`src/rtl/mem_arbiter.sv`:
```
// mem_arbiter: shares one memory bus between fetch reads and data accesses.
// Data has priority; a streak limit and a bus watchdog bound every wait.
module mem_arbiter #(
  parameter int DATA_STREAK_MAX = 4,
  parameter int TIMEOUT         = 255
) (
  input  logic        clk,
  input  logic        rst,
  input  logic        if_req,
  input  logic [31:0] if_addr,
  output logic [31:0] if_rdata,
  output logic        if_ack,
  output logic        if_stall,
  input  logic        mem_req,
  input  logic        mem_we,
  input  logic [31:0] mem_addr,
  input  logic [31:0] mem_wdata,
  output logic [31:0] mem_rdata,
  output logic        mem_ack,
  output logic        mem_stall,
  output logic        bus_req,
  output logic        bus_we,
  output logic [31:0] bus_addr,
  output logic [31:0] bus_wdata,
  input  logic [31:0] bus_rdata,
  input  logic        bus_ack,
  output logic        bus_err
);

  localparam int SW = (DATA_STREAK_MAX < 1) ? 1 : $clog2(DATA_STREAK_MAX + 1);
  localparam int WW = (TIMEOUT < 1) ? 1 : $clog2(TIMEOUT + 1);
  localparam logic [SW-1:0] STREAK_MAX = SW'(DATA_STREAK_MAX);
  localparam logic [WW-1:0] WAIT_MAX   = WW'(TIMEOUT);

  typedef enum logic [1:0] {
    IDLE,
    FETCH,
    DATA
  } state_t;

  state_t        state_q, state_d;
  logic [SW-1:0] streak_q, streak_d;
  logic [WW-1:0] wait_q, wait_d;

  logic          req_d, we_d;
  logic [31:0]   addr_d, wdata_d;
  logic          if_ack_d, mem_ack_d, err_d;
  logic [31:0]   if_rdata_d, mem_rdata_d;
  logic [31:0]   xfer_rdata;
  logic          data_win, fetch_win, timeout;

  // fetch only loses a tie while the data streak is under its limit
  assign data_win  = mem_req & (~if_req | (streak_q < STREAK_MAX));
  assign fetch_win = if_req & ~data_win;
  assign timeout   = (wait_q == WAIT_MAX);
  assign xfer_rdata = bus_ack ? bus_rdata : '0;

  assign if_stall  = if_req & ~if_ack;
  assign mem_stall = mem_req & ~mem_ack;

  always_comb begin
    state_d     = state_q;
    streak_d    = streak_q;
    wait_d      = wait_q;
    req_d       = bus_req;
    we_d        = bus_we;
    addr_d      = bus_addr;
    wdata_d     = bus_wdata;
    if_ack_d    = 1'b0;
    mem_ack_d   = 1'b0;
    err_d       = 1'b0;
    if_rdata_d  = if_rdata;
    mem_rdata_d = mem_rdata;
    unique case (state_q)
      IDLE: begin
        unique case (1'b1)
          data_win: begin
            state_d = DATA;
            req_d   = 1'b1;
            we_d    = mem_we;
            addr_d  = mem_addr;
            wdata_d = mem_wdata;
            if (!if_req)
              streak_d = '0;
            else if (streak_q != STREAK_MAX)
              streak_d = streak_q + 1'b1;
          end
          fetch_win: begin
            state_d  = FETCH;
            req_d    = 1'b1;
            we_d     = 1'b0;
            addr_d   = if_addr;
            wdata_d  = '0;
            streak_d = '0;
          end
          default: state_d = IDLE;
        endcase
      end
      FETCH, DATA: begin
        if (bus_ack || timeout) begin
          state_d = IDLE;
          req_d   = 1'b0;
          wait_d  = '0;
          err_d   = ~bus_ack;
          if (state_q == FETCH) begin
            if_ack_d   = 1'b1;
            if_rdata_d = xfer_rdata;
          end else begin
            mem_ack_d   = 1'b1;
            mem_rdata_d = xfer_rdata;
          end
        end else begin
          wait_d = wait_q + 1'b1;
        end
      end
      default: state_d = IDLE;
    endcase
  end

  always_ff @(posedge clk or negedge rst) begin
    if (!rst) begin
      state_q   <= IDLE;
      streak_q  <= '0;
      wait_q    <= '0;
      bus_req   <= 1'b0;
      bus_we    <= 1'b0;
      bus_addr  <= '0;
      bus_wdata <= '0;
      bus_err   <= 1'b0;
      if_ack    <= 1'b0;
      mem_ack   <= 1'b0;
      if_rdata  <= '0;
      mem_rdata <= '0;
    end else begin
      state_q   <= state_d;
      streak_q  <= streak_d;
      wait_q    <= wait_d;
      bus_req   <= req_d;
      bus_we    <= we_d;
      bus_addr  <= addr_d;
      bus_wdata <= wdata_d;
      bus_err   <= err_d;
      if_ack    <= if_ack_d;
      mem_ack   <= mem_ack_d;
      if_rdata  <= if_rdata_d;
      mem_rdata <= mem_rdata_d;
    end
  end

endmodule

```
`config.mk`:
```
export PLATFORM = sky130hd
export DESIGN_NAME = mem_arbiter
export DESIGN_NICKNAME = d
export VERILOG_FILES = /design/src/rtl/mem_arbiter.sv
export SDC_FILE = /design/constraint.sdc
export NUM_CORES = 1
export LEC_CHECK = 0
export BUFFER_PORTS_ARGS = -buffer_cell sky130_fd_sc_hd__buf_2
export CAP_MARGIN = 10
export CELL_PAD_IN_SITES_DETAIL_PLACEMENT = 0
export CELL_PAD_IN_SITES_GLOBAL_PLACEMENT = 1
export CORE_ASPECT_RATIO = 1.25
export CORE_MARGIN = 8
export CORE_UTILIZATION = 39
export CTS_BUF_LIST = sky130_fd_sc_hd__clkbuf_2
export DETAILED_ROUTE_END_ITERATION = 12
export MAX_ROUTING_LAYER = met4
export PLACE_DENSITY = 0.93
export SLEW_MARGIN = 20
export SYNTH_ARGS = -nofsm -noshare
export SYNTH_HDL_FRONTEND = slang
export SYNTH_SLANG_ARGS = --single-unit
```
`constraint.sdc`:
```
create_clock -name clk -period 4.6 [get_ports clk]
set_clock_uncertainty 0.1 [all_clocks]
set_input_delay 0 -clock clk [delete_from_list [all_inputs] [get_ports clk]]
set_output_delay 0 -clock clk [all_outputs]
set_load 0.05 [all_outputs]
```
==> flow_summary.yaml, run 1 <==
synth:
  synth_top_area_share_pct: 57.3
  synth_most_common_cell: "dfrtp_1"
  synth_edf_count: 0
  synth_area_leader_cell: "dfrtp_1"
  syn_avg_cell_area_sq_um: 10.2
  synthSimpleGateAreaFrac_pct: 7.52
  syn_inst: 625
  synth_seq_cells: 146
  yosys_warnings: 0
  synth_top_family_by_area: "compound AO/OA/AOI/OAI gates"
  synth_mux_area_share_pct: 0.510
  synth_adder_area_share_pct: 0.982
  synth_cell_type_count: 33
  ys_seq_area_share_pct: 57.3
  synth-compound-area-share_pct: 25.9
  synth_area_leaders: "dfrtp_1 (57%), o21ai_0 (8.1%), a22o_1 (4.8%)"
  synthFlopType: "dfrtp_1"
  synth_xor_xnor_area_share_pct: 0.137
  syn_nets: 764
  async_flop_share_pct: 100
  syn_area_sq_um: 6370
  synth_common_cells: "dfrtp_1 (146), o21ai_0 (103), inv_1 (70)"
die:
  die_x_um: 130
  rows: 52
  fp.dieH_um: 159
  pin_count: 269
  initial_core_util_pct: 39.7
clock_network:
  cts_hold_buf: 222
  clock_path_buffers: 2
  cts_made_buffers: 17
  ctsResizeCount: 0
  root_buffer: "clkbuf_2"
  postCtsSetupRepairBufs: 0
  h-tree-depth: 4
  cts_sinks: 146
placement:
  port-buffer-count: 268
  place_congestion: 0.796
  dp_hpwl_um: 14100
status:
  haltStage: "clock tree synthesis (4_1_cts)"
  outcome: "aborted with a tool error"
  firstError: "[ERROR RSZ-0060] Max buffer count reached."
-- logic make-up after synthesis --
| family | Yosys count |
|---|---|
| xor+xnor | 1 |
| flops | 146 |
| compound gates | 248 |
| simple gates | 101 |
| mux | 3 |
| buf+inv | 121 |
| fa+ha+maj | 5 |
-- per-stage QoR --
step	setup WS, ns	std cells	util [%]	instance area (sq um)	hold WS [ns]
detailed placement	2.10	1067	48.8	7840	0.103
global placement	2.16	1067	48.8	7840	0.103
floorplan	2.85	625	-	6370	-0.396
==> run 2, diff against run 1 <==
Settings changed: CELL_PAD_IN_SITES_DETAIL_PLACEMENT 0 to default, CELL_PAD_IN_SITES_GLOBAL_PLACEMENT 1 to default, CORE_ASPECT_RATIO 1.25 to default, CORE_UTILIZATION 39 to 25, CTS_BUF_LIST sky130_fd_sc_hd__clkbuf_2 to default, MAX_ROUTING_LAYER met4 to default, PLACE_DENSITY 0.93 to default, PLACE_DENSITY_LB_ADDON from default to 0.15.
==> run 2 against run 1 <==
The run now ends clean. Area after synthesis did not move. Synthesized cell count did not move.
==> flow_summary.yaml, run 2 <==
status:
  outcome: "completed"
final_layout:
  diodes: 0
  mostFrequentLayoutCell: "buf_2"
  drive_gt1_share_pct: 31.2
  finalNetCount: 1144
  area_growth_pct: 55.4
  final_cell_mix: "buf_2 (267), dfrtp_1 (146), dlygate4sd3_1 (132)"
synth:
  synth_most_common_cell: "dfrtp_1"
  yosys_warnings: 0
  synth-compound-area-share_pct: 25.9
  synthSimpleGateAreaFrac_pct: 7.52
  synth_adder_area_share_pct: 0.982
  synth_cell_type_count: 33
  ys_seq_area_share_pct: 57.3
  synth_top_family_by_area: "compound AO/OA/AOI/OAI gates"
  synth_xor_xnor_area_share_pct: 0.137
  synth_area_leaders: "dfrtp_1 (57%), o21ai_0 (8.1%), a22o_1 (4.8%)"
  syn_area_sq_um: 6370
  synth_edf_count: 0
  synth_seq_cells: 146
  synth_top_area_share_pct: 57.3
  synthFlopType: "dfrtp_1"
  synth_area_leader_cell: "dfrtp_1"
  syn_nets: 764
  syn_inst: 625
  synth_common_cells: "dfrtp_1 (146), o21ai_0 (103), inv_1 (70)"
  async_flop_share_pct: 100
  syn_avg_cell_area_sq_um: 10.2
  synth_mux_area_share_pct: 0.510
flow_run:
  maxCapViolCount: 0
clock_network:
  clock_latency_ns: 0.41
  ctsResizeCount: 0
  h-tree-depth: 4
  clock_path_buffers: 2
  cts_sinks: 146
  cts_hold_buf: 132
  root_buffer: "clkbuf_16"
  clk_pin_slew_worst_paths_ns: 0.07
  postCtsSetupRepairBufs: 0
  cts_tree: "done"
  cts_made_buffers: 17
drt:
  wl_um: 23200
  ant_nets: 0
  drtPass1Iterations: 5
  dr.first_iter.drc_count: 402
  wire_per_inst_um: 17.2
  viasPerCell: 4.61
  route.detailed.drc: 0
  vias: 6210
die:
  fp.dieH_um: 176
  die_x_um: 176
  core_sq_um: 25100
  die_area_sq_um: 30900
  rows: 58
  pin_count: 269
  initial_core_util_pct: 25.4
placement:
  dp_hpwl_um: 14800
  port-buffer-count: 268
  place_congestion: 0.738
global_route:
  grt_max_degree: 90
  grt_pass1_wl_um: 37000
  grt.met2_usage_pct: 23.0
  met1_usage_pct: 19.6
  antenna_found_initial: 0
  grt_pass1_vias: 6520
  grt_use_total_pct: 14.9
  met3_usage_pct: 5.33
  top_usage_layer: "met2"
  grt.overflow.total: 0
critical_path:
  cp_data_arrival_time_ns: 2.97
  worstPathRequired_ns: 4.85
  crit_chain: "inv_1, ha_1, o21a_2, buf_4, nor2_1, a31oi_1, dlygate4sd3_1"
  endpoint_kind: "flip-flop"
  critPathMaxFanout: 40
  crit_type: "reg -> reg"
  cp_slowest_cell: "dlygate4sd3_1"
  critPathMaxStageDelay_ns: 0.59
  worst_setup_path_start_kind: "flip-flop"
  worstReg2RegEnd: "bus_addr[5]$_DFFE_PN0P_"
  r2r_start: "state_q[0]$_DFFE_PN0P_"
  r2r_slack_ns: 1.88
  ff2ff_path_depth: 7
power:
  powerDensity_nw_per_um2: 802
  p_total_mw: 7.94
  p_leak_nw: 4.79
  irDropWorstVdd_v: 0.000349
hold_path:
  holdPathStages: 3
  min_path_type: "in -> reg"
  hold-path-endpoint: "state_q[0]$_DFFE_PN0P_"
  worstHoldStart: "if_req"
sta:
  period_share_pct: 59.2
  slew_headroom_pct: 30.8
  drv_slew: 0
  setup_violations: 0
  rsz0062_at_grt: "no"
  setup-tns-final_ns: 0
  hold_viol_final: 0
  fin_crit_ns: 2.72
  holdWs_ns: 0.144
  fmax_mhz: 367
  worst_pin_slew_ns: 1.04
## run 2: cell counts after synthesis
Identical to the previous run, type by type.
## run 2: worst max-delay path, delay by kind of cell, from the launching register on
| kind | cells | cell delay [ns] |
|---|---|---|
| AO/OA/AOI/OAI | 2 | 0.67 |
| AND/OR/NAND/NOR | 1 | 0.07 |
| buffers and inverters | 3 | 1.13 |
| adder cells (fa/ha/maj) | 1 | 0.30 |
| flip-flops | 1 | 0.39 |
## run 2: cells by family after synthesis
family / count (synthesis)
AO/OA/AOI/OAI: 248
flip-flops: 146
buffers and inverters: 121
AND/OR/NAND/NOR: 101
adder cells (fa/ha/maj): 5
multiplexers: 3
XOR/XNOR: 1
## run 2: how the worst max path moves through the flow
stage,slack [ns],cells past startpoint,startpoint,endpoint
after floorplan,2.85,6,state_q[0]$_DFFE_PN0P_,state_q[1]$_DFFE_PN0P_
after global placement,2.02,5,wait_q[0]$_DFFE_PN0N_,mem_rdata[6]$_DFFE_PN0P_
after detailed placement,1.95,5,wait_q[0]$_DFFE_PN0N_,if_rdata[0]$_DFFE_PN0P_
after CTS,1.90,7,state_q[0]$_DFFE_PN0P_,bus_addr[7]$_DFFE_PN0P_
after global routing,1.66,7,state_q[0]$_DFFE_PN0P_,bus_addr[19]$_DFFE_PN0P_
final,1.88,7,state_q[0]$_DFFE_PN0P_,bus_addr[5]$_DFFE_PN0P_
## run 2: report_power, final
part / switching [mW] / leakage, nW / total [mW] / internal, mW
clock network: 0.610 / 0.281 / 1.35 / 0.741
registers: 0.338 / 1.66 / 2.19 / 1.85
logic: 3.11 / 2.85 / 4.40 / 1.29
## run 2: stage by stage
step | cell area [sq um] | std cells | setup slack [ns] | utilization, %
after floorplan | 6370 | 625 | 2.85 | -
after global routing | 9900 | 1348 | 1.66 | 39.4
after CTS | 9880 | 1347 | 1.90 | 39.4
after detailed placement | 7990 | 1183 | 1.95 | 31.8
after global placement | 7990 | 1183 | 2.02 | 31.8
final | 9900 | 1348 | 1.88 | 39.4
## run 2: layout make-up
type | count | area [sq um]
fillers | 2514 | 15200
clock inverters | 13 | 116
well taps | 330 | 413
flip-flops and latches | 146 | 3650
multi-input cells | 358 | 2230
inverters | 70 | 263
clock buffers | 19 | 453
repair buffers | 412 | 2770
## run 2: routing by layer
metal  share of wire (%)  routed length, um  vias to the layer above
met4                0.87                202                        0
met5                   0                  0                        -
met2                  45              10500                      224
met1                  45              10400                     2986
li1                    -                  -                     2985
met3                 8.9               2050                       15
(Power assumes the default switching activity.)
